File: src/rtl/reg_dump_if.sv
// Word stream from reg_dump_reader to a trace/UART dumper: one register value per
// handshake, tagged with its register index.
interface reg_dump_if #(
  parameter int ADDR_W = 5,
  parameter int DATA_W = 32
);
  logic              out_valid;
  logic              out_ready;
  logic [DATA_W-1:0] out_data;
  logic [ADDR_W-1:0] out_index;
  logic              out_last;

  modport master (
    output out_valid,
    output out_data,
    output out_index,
    output out_last,
    input  out_ready
  );

  modport slave (
    input  out_valid,
    input  out_data,
    input  out_index,
    input  out_last,
    output out_ready
  );
endinterface

File: src/rtl/reg_dump_reader.sv
// Walks the register file's second read port on a start pulse and streams every
// register value, with its index, over a valid/ready word interface.
module reg_dump_reader #(
  parameter int NUM_REGS = 32,
  parameter int ADDR_W   = 5,
  parameter int DATA_W   = 32,
  parameter int SKIP_X0  = 0
) (
  input  logic              clk,
  input  logic              rst,
  input  logic              start,
  output logic              busy,
  output logic              done,
  output logic [ADDR_W-1:0] rf_addr,
  input  logic [DATA_W-1:0] rf_data,
  reg_dump_if.master        dump
);

  localparam logic [ADDR_W-1:0] FIRST_ADDR = (SKIP_X0 != 0) ? ADDR_W'(1) : '0;
  localparam logic [ADDR_W-1:0] LAST_ADDR  = ADDR_W'(NUM_REGS - 1);

  typedef enum logic [1:0] {IDLE, READ, HOLD, DONE} state_t;

  state_t            state_q;
  state_t            state_d;
  logic [ADDR_W-1:0] addr_p0;
  logic [DATA_W-1:0] data_p1;
  logic [ADDR_W-1:0] index_p1;
  logic              last_p1;
  logic              vld_p1;
  logic              hs;

  assign hs = vld_p1 & dump.out_ready;

  always_ff @(posedge clk) begin
    if (rst) begin
      state_q <= IDLE;
    end else begin
      state_q <= state_d;
    end
  end

  always_comb begin
    state_d = state_q;
    case (state_q)
      IDLE:    if (start) state_d = READ;
      READ:    state_d = HOLD;
      HOLD:    if (hs) state_d = last_p1 ? DONE : READ;
      DONE:    state_d = IDLE;
      default: state_d = IDLE;
    endcase
  end

  // Stage p0: walk address, presented straight to the register file read port
  // Stage p1: captured word held until the downstream handshake
  always_ff @(posedge clk) begin
    if (rst) begin
      addr_p0  <= '0;
      data_p1  <= '0;
      index_p1 <= '0;
      last_p1  <= 1'b0;
      vld_p1   <= 1'b0;
    end else begin
      case (state_q)
        IDLE: begin
          if (start) addr_p0 <= FIRST_ADDR;
        end
        READ: begin
          data_p1  <= rf_data;
          index_p1 <= addr_p0;
          last_p1  <= (addr_p0 == LAST_ADDR);
          vld_p1   <= 1'b1;
        end
        HOLD: begin
          if (hs) begin
            vld_p1 <= 1'b0;
            // Terminal compare happens before the increment, so addr never wraps.
            if (!last_p1) addr_p0 <= addr_p0 + ADDR_W'(1);
          end
        end
        default: begin
        end
      endcase
    end
  end

  assign rf_addr        = addr_p0;
  assign busy           = (state_q != IDLE);
  assign done           = (state_q == DONE);
  assign dump.out_valid = vld_p1;
  assign dump.out_data  = data_p1;
  assign dump.out_index = index_p1;
  assign dump.out_last  = last_p1;

endmodule

File: src/flat_wrapper.sv
// flat-port wrapper written by rule: the top's interface ports become plain ports
module reg_dump_reader_flat 
#(
  parameter int NUM_REGS = 32,
  parameter int ADDR_W   = 5,
  parameter int DATA_W   = 32,
  parameter int SKIP_X0  = 0
)
  (clk, rst, start, busy, done, rf_addr, rf_data, dump_out_valid, dump_out_data, dump_out_index, dump_out_last, dump_out_ready);
  reg_dump_if #(.ADDR_W(ADDR_W), .DATA_W(DATA_W)) dump_i ();
  input  logic clk;
  input  logic rst;
  input  logic start;
  output logic busy;
  output logic done;
  output logic [ADDR_W-1:0] rf_addr;
  input  logic [DATA_W-1:0] rf_data;
  output wire logic [$bits(dump_i.out_valid)-1:0] dump_out_valid;
  output wire logic [$bits(dump_i.out_data)-1:0] dump_out_data;
  output wire logic [$bits(dump_i.out_index)-1:0] dump_out_index;
  output wire logic [$bits(dump_i.out_last)-1:0] dump_out_last;
  input wire logic [$bits(dump_i.out_ready)-1:0] dump_out_ready;
  assign dump_out_valid = dump_i.out_valid;
  assign dump_out_data = dump_i.out_data;
  assign dump_out_index = dump_i.out_index;
  assign dump_out_last = dump_i.out_last;
  assign dump_i.out_ready = dump_out_ready;
  reg_dump_reader #(.NUM_REGS(NUM_REGS), .ADDR_W(ADDR_W), .DATA_W(DATA_W), .SKIP_X0(SKIP_X0)) u_core (.clk(clk), .rst(rst), .start(start), .busy(busy), .done(done), .rf_addr(rf_addr), .rf_data(rf_data), .dump(dump_i));
endmodule
File: config.mk
export PLATFORM = sky130hd
export DESIGN_NAME = reg_dump_reader_flat
export DESIGN_NICKNAME = d
export VERILOG_FILES = /design/src/rtl/reg_dump_if.sv /design/src/rtl/reg_dump_reader.sv /design/src/flat_wrapper.sv
export SDC_FILE = /design/constraint.sdc
export NUM_CORES = 1
export LEC_CHECK = 0
export BUFFER_PORTS_ARGS = -buffer_cell sky130_fd_sc_hd__buf_2
export CORE_MARGIN = 2
export CORE_UTILIZATION = 49
export DETAILED_ROUTE_END_ITERATION = 12
export PLACE_DENSITY = 0.84
export SYNTH_ARGS = -nofsm -noshare
export SYNTH_HDL_FRONTEND = slang
export SYNTH_SLANG_ARGS = --single-unit
File: constraint.sdc
create_clock -name clk -period 3.9 [get_ports clk]
set_input_delay 0.78 -clock clk [delete_from_list [all_inputs] [get_ports clk]]
set_output_delay 0.78 -clock clk [all_outputs]
set_load 0.02 [all_outputs]
# ---- Word-level counts from Yosys, hierarchy flattened
# Cells that the tools add are included.
dict set report op_classes {
  n_addsub 1
  multipliers 0
  div_mod_pow 0
  order_cmp 0
  eq_ne 7
  n_shift 0
  muxes 10
  bitwise 1
  n_reduce_logical 7
}
# op count
set ops {}
lappend ops {{$mux 5} 3}
lappend ops {{$pmux 5 s2} 1}
lappend ops {{$pmux 2 s4} 1}
lappend ops {{$mux 2} 3}
lappend ops {{$reduce_bool 2->1} 3}
lappend ops {{$add 5x1->5 const B} 1}
lappend ops {{$eq 5x5->1 const B} 1}
lappend ops {{$eq 2x2->1 const B} 2}
lappend ops {{$ne 2x2->1 const B} 2}
lappend ops {{$reduce_and 2->1} 2}
lappend ops {{$reduce_and 4->1} 1}
lappend ops {{$eq 2x1->1 const B} 1}
lappend ops {{$logic_not 2->1} 1}
lappend ops {{$ne 2x1->1 const B} 1}
lappend ops {{$pmux 1 s2} 1}
lappend ops {{$and 1x1->1} 1}
lappend ops {{$mux 1} 1}
dict set report totals {
  regBits 46
  latchBits 0
  ramBits 0
  mem_bits_ro 0
  input_bits 36
  out_inout_bits 46
  word_cells 32
  n_memories 0
}

# ---- Depth between registers and ports, before layout
# Gate-level depths: netlist of run 1.
dict set report depth {
  ltp_word 4
  ltp_mapped 6
  ltp_nobuf 5
}

# ---- Worst setup path before layout of run 1
# No wires, ideal clock.
dict set report synth_timing {
  path_kind {in2reg}
  startpoint {input port dump_out_ready}
  endpoint {register u_core.addr_p0[3], in the netlist u_core.rf_addr[3]}
  setup_time_ns 0.074
  t_arrival_ns 1.519
  t_required_ns 3.826
  path_slack_ns 2.307
  path_stages 3
  path_buffers 0
  cell_sequence {nand3b_4 > or4_1 > a31oi_1}
}
dict set report synth_via {
  elab_chain_cells 3
}
# item line
set synth_lines {}
lappend synth_lines {{start: declaration} flat_wrapper.sv:22} ;# input wire logic [$bits(dump_i.out_ready)-1:0] dump_out_ready;
lappend synth_lines {{$and 1x1->1} reg_dump_reader.sv:33} ;# assign hs = vld_p1 & dump.out_ready;
lappend synth_lines {{$ne 2x1->1 (no line)} -}
lappend synth_lines {{$reduce_and 4->1 (no line)} -}
lappend synth_lines {{end signal: assignment} reg_dump_reader.sv:78} ;# if (!last_p1) addr_p0 <= addr_p0 + ADDR_W'(1);
lappend synth_lines {{end: declaration} reg_dump_reader.sv:26} ;# logic [ADDR_W-1:0] addr_p0;
# Every way passes these cells.
# A chain may end at the register's enable or synchronous reset.

# ---- Final worst setup path of run 1
dict set report layout_timing {
  startpoint {register u_core.state_q[1]}
  endpoint {output port busy}
}
dict set report layout_via {
  elab_chain_cells 1
}
# item line
set layout_lines {}
lappend layout_lines {{start: declaration} reg_dump_reader.sv:24} ;# state_t state_q;
lappend layout_lines {{start signal: assignment} reg_dump_reader.sv:39} ;# state_q <= state_d;
lappend layout_lines {{$reduce_bool 2->1} reg_dump_reader.sv:88} ;# assign busy = (state_q != IDLE);
lappend layout_lines {{end: declaration} flat_wrapper.sv:14} ;# output logic busy;
# Every way passes these cells.

==> metrics.cfg, run 1 <==
[synth]
syn-instance-count = 212
netlist_area_um2 = 1750
synthAdderAreaFrac = 0.0143
syn-num-nets = 250
synth_top_family_by_area = simple AND/OR/NAND/NOR gates
synth_edf_count = 0
syn_area_per_cell_um2 = 8.25
synthSimpleGateAreaFrac = 0.250
seq_area_frac_synth = 0.526
synth-xor-area-share = 0
async_flop_share = 0
ys.warnings.count = 0
muxShareOfSynthArea = 0
synth_compound_area_frac = 0.165
ys_types = 29
synth_ff_type = dfxtp_1
ys_ff_latch = 46

[placement]
port-buffer-count = 81
gp_congestion = 0.773
dpl_cell_area_um2 = 2160
dpl.hpwl_mm = 2.76

[finish]
n_antenna_cell = 0
regArea_um2 = 921
drive_gt1_frac = 0.336
fin_nets = 326
finalInstanceArea_um2 = 2230
fillers = 285
final_util = 0.658
area_delta_synth_final_pct = 27.5
multi_input_area_um2 = 753

[sta]
fmax_mhz = 490
tns_ns = 0
relSlewSlack = 0.472
hold_viol = 0
drv_slew = 0
period_share = 0.523
rsz0062_at_grt = no
worstMarginPinSlew_ns = 0.792
min_period_ns = 2.04
fin_worst_skew_ns = 0.00558
setup_viol = 0

[critical_path]
endpoint_kind = output pin
crit_buf_inv = 1
timing.rr.start = u_core.state_q[1]
worstPathRequired_ns = 3.12
reg2reg_depth = 4
critical_path_class = flop to output pin
crit_slowest_cell = dfxtp_1
r2r_end = u_core.dump.out_data[0]
crit_family = flip-flops
rrSetupSlack_ns = 2.10
critPathLaunchType = flop
worstPathCellList = or2_2, buf_2
crit_cells = 2
critPathArrivalTime_ns = 1.26
cpPeakStageDelay_ns = 0.43
cp_max_fo = 10

[clock_tree]
cts_tree = yes
cts_setup_buffers = 0
clk_transition_reported_paths_ns = 0.12
cts_resized = 0
h-tree-depth = 2
cts_buffers = 5
cts_sinks = 46
clock_path_buffers = 2
insertion_delay_ns = 0.35
cts-root-buf = clkbuf_4
hold_buffers = 0

[pwr]
cellPowerDensity_nw_per_um2 = 404
cellLeakagePower_nw = 1.02
ir_drop_mv = 0.261

[floorplan]
die_area_um2 = 4060
io_pins = 82
fp.dieH_um = 63.7
initial_core_util = 0.516
die_w_um = 63.7
core_area_um2 = 3390
std_cell_rows = 21

[global_routing]
grt_start_max_net_pins = 47
grt_pass1_wl_mm = 6.73
antenna_found_initial = 0
track_usage = 0.209
overflow = 0
first_global_vias = 1581

[flow_run]
drv_cap = 0

[worst_hold_path]
whs_path_depth = 2
hp-class = flop to flop
hold_end = u_core.dump.out_index[4]
hold_path.startpoint = u_core.dump.out_index[4]

[detailed_routing]
drtIter0Drc = 118
detail-route-antenna-nets = 0
dr.pass1.iters = 5
drc_errors = 0
detailroute.via_count = 1687
routed_wl_mm = 3.95
vias_per_cell = 5.04
wire_per_inst_um = 11.8

[run_status]
status = finished, final reports clean

[state kept, by name, summed over array words and instances, names as in the netlist]
register,count
u_core.state_q,2
u_core.dump.out_data,32
u_core.dump.out_index,5
u_core.rf_addr,5
u_core.dump.out_last,1
u_core.dump.out_valid,1
[kinds of logic (layout without fill, tap and decap cells)]
kind of cell,after synthesis,after routing
AND/OR/NAND/NOR,96,96
AO/OA/AOI/OAI,53,53
flip-flops,46,46
buffers and inverters,15,92
adder cells (fa/ha/maj),2,2
[routing by layer]
| layer | GRT usage | vias up | wire length (um) |
|---|---|---|---|
| met2 | 0.371 | 66 | 1870 |
| met4 | 0.0951 | 0 | 33 |
| li1 | - | 858 | - |
| met5 | 0 | - | 0 |
| met1 | 0.235 | 757 | 1750 |
| met3 | 0.0511 | 6 | 295 |
[metrics by stage]
stage               instances  power [mW]  setup slack (ns)  hold slack (ns)
CTS                       335       0.908              1.85            0.462
global route              335       0.945              1.81            0.484
finish                    335       0.902              1.86            0.458
floorplan                 212       0.593              2.31            0.511
detailed placement        327       0.638              2.09            0.445
global placement          327       0.636              2.13            0.439
[layout by cell type, fill, tap and decap left out, types with 2 or more instances in the layout]
| master | instances |
|---|---|
| clkbuf_4 | 5 |
| buf_4 | 2 |
| or4_1 | 2 |
| dfxtp_1 | 46 |
| o211ai_1 | 6 |
| nand2_1 | 76 |
| ha_1 | 2 |
| buf_2 | 81 |
| a21oi_1 | 43 |
| clkbuf_1 | 2 |
| nor2_1 | 2 |
| nand3_1 | 2 |
| a31oi_1 | 2 |
[cell usage after synthesis (2+ instances only)]
cell type | instances | area (um2)
or4_1 | 2 | 15.0
clkbuf_1 | 6 | 22.5
nand2_1 | 76 | 285
nor2_1 | 2 | 7.51
a21oi_1 | 43 | 215
dfxtp_1 | 46 | 921
nand3_1 | 2 | 10.0
buf_2 | 6 | 30.0
ha_1 | 2 | 25.0
o211ai_1 | 6 | 45.0
a31oi_1 | 2 | 12.5
nor2b_1 | 2 | 12.5
[worst max-delay path by stage]
stage | from | end | slack (ns)
after floorplan | dump_out_ready | u_core.rf_addr[3] | 2.31
after global placement | start | u_core.rf_addr[2] | 2.13
after detailed placement | u_core.state_q[1] | u_core.dump.out_data[0] | 2.09
after CTS | u_core.state_q[1] | busy | 1.85
after global routing | u_core.state_q[1] | busy | 1.81
final | u_core.state_q[1] | busy | 1.86
[power breakdown]
part	internal, mW	switching (mW)	leakage, nW
sequential	0.489	0.0129	0.374
clock	0.136	0.139	0.0395
combinational	0.0459	0.0784	0.606
total	0.671	0.231	1.02
[worst register-to-register path, delay by kind of cell, from the launching register on]
kind | cells | cell delay, ns
flops | 1 | 0.55
simple gates | 2 | 0.68
buf+inv | 1 | 0.36
compound gates | 1 | 0.15
[cell type report]
type                       instances  area share
clock buffer                       7      0.0202
clock inverter                     1      0.0135
inverter                           1     0.00168
multi-input combinational        151       0.338
sequential                        46       0.413
tap                               46      0.0258
timing repair buffer              83       0.188
Note: power is estimated with default switching activity, not from simulation.
==> run 2: changes to the inputs <==
--- a/config.mk
+++ b/config.mk
@@ -7,9 +7,9 @@
 export LEC_CHECK = 0
 export BUFFER_PORTS_ARGS = -buffer_cell sky130_fd_sc_hd__buf_2
 export CORE_MARGIN = 2
-export CORE_UTILIZATION = 49
+export CORE_UTILIZATION = 45
 export DETAILED_ROUTE_END_ITERATION = 12
-export PLACE_DENSITY = 0.84
+export PLACE_DENSITY = 0.78
 export SYNTH_ARGS = -nofsm -noshare
 export SYNTH_HDL_FRONTEND = slang
 export SYNTH_SLANG_ARGS = --single-unit
==> constraint.sdc (replaced) <==
create_clock -name clk -period 2 [get_ports clk]
set_input_delay 0.4 -clock clk [delete_from_list [all_inputs] [get_ports clk]]
set_output_delay 0.4 -clock clk [all_outputs]
set_load 0.02 [all_outputs]
==> run 2 against run 1 <==
Clock-buffer cell count up 1. Hold slack worse by 0.12 ns. Die area up 8.3%. Clock skew up 0.00097 ns. Sequential power up 95%. Final area up 2.4%. Final cell count up 1.2%. Total power up 110%. Critical path type unchanged. Critical endpoint unchanged. Highest routed layer unchanged.
==> metrics.cfg, run 2 (same netlist as run 1, synthesis figures left out) <==
[clock_tree]
insertion_delay_ns = 0.29  ; -0.06 ns
clk_transition_reported_paths_ns = 0.08  ; -0.04 ns
cts_buffers = 5  ; unchanged
h-tree-depth = 2  ; unchanged
cts_resized = 0  ; unchanged
clock_path_buffers = 2  ; unchanged
hold_buffers = 0  ; unchanged
cts_setup_buffers = 0  ; unchanged
cts_tree = yes
cts_sinks = 46  ; unchanged
cts-root-buf = clkbuf_8

[finish]
final_cell_mix = buf_2 (81), nand2_1 (76), dfxtp_1 (46), a21oi_1 (43), clkbuf_8 (8)
drive_gt1_frac = 0.347  ; +0.0114
largest_reg_flops = 32  ; unchanged
area_delta_synth_final_pct = 30.5
finalInstanceArea_um2 = 2280  ; +2.4%
final_common_cell = buf_2
fin_nets = 328  ; +0.61%
n_antenna_cell = 0  ; unchanged

[floorplan]
die_w_um = 66.3  ; +4.1%
fp.dieH_um = 66.3  ; +4.1%
core_area_um2 = 3690  ; +8.8%
std_cell_rows = 22  ; +4.8%
die_area_um2 = 4400  ; +8.3%
io_pins = 82  ; unchanged
initial_core_util = 0.474  ; -0.0418

[global_routing]
grt_pass1_wl_mm = 6.09  ; -9.4%
track_usage = 0.178  ; -0.0310
grt_start_max_net_pins = 39  ; -17%
overflow = 0  ; unchanged
first_global_vias = 1398  ; -12%
antenna_found_initial = 0  ; unchanged

[pwr]
pwr-share-comb = 0.132  ; -0.006
pwr-share-seq = 0.528  ; -0.029
finalPower_mw = 1.85  ; +110%
sw_frac_of_total = 0.248  ; -0.00806
cellPowerDensity_nw_per_um2 = 812  ; +100%
ir_drop_mv = 0.450  ; +72%
p_int_mw = 1.39  ; +110%
p_clk_frac = 0.340  ; +0.035
p_sw_mw = 0.459  ; +99%
cellLeakagePower_nw = 1.05  ; +2.8%

[placement]
port-buffer-count = 81  ; unchanged
dpl.hpwl_mm = 2.71  ; -1.8%
dpl_cell_area_um2 = 2170  ; +0.81%
dp_slack_ns = 0.596  ; -1.49 ns
gp_congestion = 0.762  ; -1.3%

[sta]
fin_ws_ns = 0.405  ; -1.45 ns
fin_worst_skew_ns = 0.00655  ; +0.000974 ns
drv_slew = 0  ; unchanged
tns_ns = 0  ; unchanged
worstMarginPinSlew_ns = 0.426  ; -0.366 ns
period_share = 0.797
relSlewSlack = 0.716  ; +0.244
min_period_ns = 1.59
fmax_mhz = 627
setup_viol = 0  ; unchanged
rsz0062_at_grt = no
hold_viol = 0  ; unchanged

[detailed_routing]
vias_per_cell = 4.85  ; -3.7%
detailroute.via_count = 1644  ; -2.5%
wire_per_inst_um = 11.1  ; -5.8%
detail-route-antenna-nets = 0  ; unchanged
routed_wl_mm = 3.77  ; -4.7%
drtIter0Drc = 70  ; -41%
drc_errors = 0  ; unchanged
dr.pass1.iters = 4  ; -1

[critical_path]
reg2reg_depth = 4  ; unchanged
worstPathRequired_ns = 1.60  ; -1.52 ns
cp_max_fo = 10  ; unchanged
endpoint_kind = output pin
critPathLaunchType = flop
critPathArrivalTime_ns = 1.19  ; -0.07 ns
critical_path_class = flop to output pin

[worst_hold_path]
whs_path_depth = 3  ; +1
hp-class = input pin to flop

[run_status]
status = finished, final reports clean

[flow_run]
drv_cap = 0  ; unchanged

run 2: cell types whose count changed in the layout (fill, tap and decap cells not counted):
cell / delta
clkbuf_1: -2
bufinv_16: -1
buf_4: +2
clkbuf_8: +8
clkbuf_4: -5
run 2: per-stage QoR:
stage          hold WS [ns]  instances  utilization
2_1_floorplan         0.493        212            -
4_1_cts               0.331        339        0.619
6_report              0.340        339        0.619
3_3_place_gp          0.439        331        0.589
3_5_place_dp          0.444        331        0.589
5_1_grt               0.327        339        0.619
run 2: worst paths after layout:
check	start	endpoint	slack (ns)
max	u_core.state_q[1]	busy	0.41
min	rf_data[5]	u_core.dump.out_data[5]	0.34
max reg2reg	u_core.rf_addr[1]	u_core.rf_addr[2]	0.61
min reg2reg	u_core.dump.out_data[26]	u_core.dump.out_data[26]	0.45
run 2: power by group through the flow:
| stage | combinational, mW | sequential, mW | clock, mW |
|---|---|---|---|
| 4_1_cts | 0.248 | 0.979 | 0.654 |
| 3_3_place_gp | 0.244 | 0.998 | 0 |
| 3_5_place_dp | 0.248 | 1.00 | 0 |
| 6_report | 0.245 | 0.978 | 0.631 |
| 5_1_grt | 0.271 | 0.985 | 0.695 |
| 2_1_floorplan | 0.117 | 1.04 | 0 |
run 2: metal layers:
| layer | vias up | global-route usage | wire (um) |
|---|---|---|---|
| met5 | - | 0 | 0 |
| met4 | 0 | 0.0459 | 37 |
| met1 | 732 | 0.214 | 1720 |
| met2 | 49 | 0.308 | 1770 |
| li1 | 859 | - | - |
| met3 | 4 | 0.0528 | 233 |
run 2: layout make-up:
cell class	instances	area, um2
Clock buffer	8	110
Fill cell	345	1410
Inverter	1	3.75
Multi-Input combinational cell	151	753
Sequential cell	46	921
Tap cell	48	60.1
Timing Repair Buffer	85	435
run 2: critical path: stages, from the launching register on:
cell and delay [ns]:
dfxtp_1 0.42, or2_2 0.33, buf_2 0.16
==> run 3: changes to the inputs <==
--- a/config.mk
+++ b/config.mk
@@ -5,6 +5,7 @@
 export SDC_FILE = /design/constraint.sdc
 export NUM_CORES = 1
 export LEC_CHECK = 0
+export ABC_AREA = 1
 export BUFFER_PORTS_ARGS = -buffer_cell sky130_fd_sc_hd__buf_2
 export CORE_MARGIN = 2
 export CORE_UTILIZATION = 45
==> constraint.sdc (replaced) <==
create_clock -name clk -period 1.5 [get_ports clk]
set_input_delay 0.3 -clock clk [delete_from_list [all_inputs] [get_ports clk]]
set_output_delay 0.3 -clock clk [all_outputs]
set_load 0.02 [all_outputs]
==> run 3 against run 2 <==
Sequential share of layout area increased by 0.24 points. Sequential power grew 40%. Final area hardly changed. Hold slack worse by 0.083 ns.
==> metrics.cfg, run 3 <==
[floorplan]
std_cell_rows = 22  ; unchanged
initial_core_util = 0.473  ; -0.00136
fp.dieH_um = 66.3  ; -0.14%
io_pins = 82  ; unchanged
core_area_um2 = 3690  ; unchanged
die_area_um2 = 4390  ; -0.27%
die_w_um = 66.3  ; -0.14%

[synth]
synth_compound_area_frac = 0.144  ; -0.0210
ys_types = 20  ; -31%
yosysTopAreaCell = dfxtp_1
synth_common_cells = nor2_1 (79), dfxtp_1 (46), o21ai_0 (37), nand2_1 (18), a21oi_1 (11)
synthSimpleGateAreaFrac = 0.242  ; -0.00789
ys_ff_latch = 46  ; unchanged
seq_area_frac_synth = 0.528  ; +0.00151
syn_area_per_cell_um2 = 7.58  ; -8.1%
syn-instance-count = 230  ; +8.5%
syn-num-nets = 268  ; +7.2%
synth.most_common_cell = nor2_1
synthAdderAreaFrac = 0.0143  ; +0.0000411
netlist_area_um2 = 1740  ; -0.29%
synth_top_family_by_area = simple AND/OR/NAND/NOR gates
muxShareOfSynthArea = 0  ; unchanged
synth_edf_count = 0  ; unchanged
async_flop_share = 0  ; unchanged
yosysTopAreaCellShare = 0.528  ; +0.00151
synth_ff_type = dfxtp_1
synth-xor-area-share = 0  ; unchanged
synth.area.top_cells = dfxtp_1 (53%), nor2_1 (17%), o21ai_0 (11%)
ys.warnings.count = 0  ; unchanged

[sta]
drv_slew = 0  ; unchanged
relSlewSlack = 0.733  ; +0.0172
fin_worst_skew_ns = 0.00298  ; -0.00357 ns
setup_viol = 0  ; unchanged
rsz0062_at_grt = no
period_share = 0.937
worstMarginPinSlew_ns = 0.400  ; -0.0258 ns
min_period_ns = 1.41
fmax_mhz = 711
tns_ns = 0  ; unchanged
hold_viol = 0  ; unchanged

[critical_path]
worstPathRequired_ns = 1.72  ; +0.12 ns
endpoint_kind = flop
rrSetupSlack_ns = 0.09  ; -0.52 ns
critPathArrivalTime_ns = 1.63  ; +0.44 ns
cp_max_fo = 7  ; -3
critical_path_class = flop to flop
critPathLaunchType = flop

[placement]
dpl.hpwl_mm = 2.82  ; +4.0%
gp_congestion = 0.813  ; +6.7%
port-buffer-count = 81  ; unchanged
dpl_cell_area_um2 = 2160  ; -0.52%

[detailed_routing]
wire_per_inst_um = 11.3  ; +2.2%
detailroute.via_count = 1740  ; +5.8%
routed_wl_mm = 4.05  ; +7.6%
detail-route-antenna-nets = 0  ; unchanged
drtIter0Drc = 109  ; +56%
dr.pass1.iters = 4  ; unchanged
vias_per_cell = 4.87  ; +0.50%
drc_errors = 0  ; unchanged

[global_routing]
track_usage = 0.187  ; +0.00901
grt_pass1_wl_mm = 6.40  ; +5.1%
grt.met3_usage = 0.0511  ; -0.00170
use_met2 = 0.320  ; +0.0125
grt.busiest_layer = met2
grtUsageMet1 = 0.224  ; +0.00976
grt_start_max_net_pins = 42  ; +7.7%
first_global_vias = 1556  ; +11%
antenna_found_initial = 0  ; unchanged
overflow = 0  ; unchanged

[finish]
drive_gt1_frac = 0.324  ; -0.0235
final_common_cell = buf_2
area_delta_synth_final_pct = 30.8
largest_reg_flops = 32  ; unchanged
final_util = 0.619  ; about the same
fin_nets = 347  ; +5.8%
n_antenna_cell = 0  ; unchanged
finalInstanceArea_um2 = 2280  ; about the same
fillers = 366  ; +6.1%
final_cell_mix = buf_2 (81), nor2_1 (79), dfxtp_1 (44), o21ai_0 (37), nand2_1 (17)

[clock_tree]
h-tree-depth = 2  ; unchanged
clk_transition_reported_paths_ns = 0.08  ; about the same
cts-root-buf = clkbuf_8
cts_tree = yes
insertion_delay_ns = 0.29  ; about the same
cts_sinks = 46  ; unchanged
cts_setup_buffers = 0  ; unchanged
hold_buffers = 0  ; unchanged
clock_path_buffers = 2  ; unchanged
cts_buffers = 5  ; unchanged

[pwr]
cellLeakagePower_nw = 1.13  ; +7.5%
finalPower_mw = 2.81  ; +52%
cellPowerDensity_nw_per_um2 = 1230  ; +52%
ir_drop_mv = 0.649  ; +44%

[flow_run]
drv_cap = 0  ; unchanged

[run_status]
status = finished, final reports clean

[worst_hold_path]
hp-class = input pin to flop

-- run 3: worst max-delay path: stages, from the launching register on --
cell and delay (ns):
dfxtp_4 0.37, ha_1 0.22, nand2_2 0.08, nor2_1 0.04, ha_1 0.26, inv_1 0.04, nor2_1 0.09, nand3_1 0.09
a21oi_1 0.15
-- run 3: area by class of cell --
class	instances	area (um2)	share of cell area
multi-input combinational	159	701	0.307
timing repair buffer	85	435	0.191
clock buffer	6	82.6	0.0362
tap	48	60.1	0.0263
clock inverter	1	30.0	0.0132
sequential	46	926	0.406
inverter	12	47.5	0.0208
-- run 3: path summary, 6_finish.rpt --
path / startpoint / end / depth (start not counted)
hold / removal: rf_data[9] / u_core.dump.out_data[9] / 3
setup reg to reg: u_core.rf_addr[0] / u_core.rf_addr[4] / 8
setup / recovery: u_core.rf_addr[0] / u_core.rf_addr[4] / 8
hold reg to reg: u_core.dump.out_data[5] / u_core.dump.out_data[5] / 2
-- run 3: cell families after synthesis --
group                      count (synthesis)
and+or+nand+nor                          107
AOI/OAI and AO/OA                         50
DFF                                       46
buffers and inverters                     25
adders and majority gates                  2
-- run 3: report_power, final --
part           leakage (nW)  switching (mW)  total (mW)  internal (mW)
Combinational         0.690           0.336       0.521          0.184
Sequential            0.378          0.0532        1.37           1.32
Clock                0.0573           0.385       0.918          0.533
Total                  1.13           0.774        2.81           2.03
-- run 3: through the flow --
stage / instances / setup WS, ns / hold WS (ns)
floorplan: 230 / 0.0816 / 0.463
global placement: 350 / 0.166 / 0.457
detailed placement: 350 / 0.118 / 0.469
CTS: 357 / 0.0734 / 0.244
global route: 357 / 0.000928 / 0.258
finish: 357 / 0.0942 / 0.257
-- run 3: per-layer routing --
| metal | up-vias | part of all wire |
|---|---|---|
| met5 | - | 0 |
| met1 | 783 | 0.45 |
| met4 | 0 | 0.0079 |
| met2 | 65 | 0.47 |
| li1 | 887 | - |
| met3 | 5 | 0.073 |
-- run 3: repair_timing --
item                                   4_1_cts  5_1_grt
setup endpoints to repair                    0        1
endpoints found under the hold margin        0        0
resized for setup                            0        4
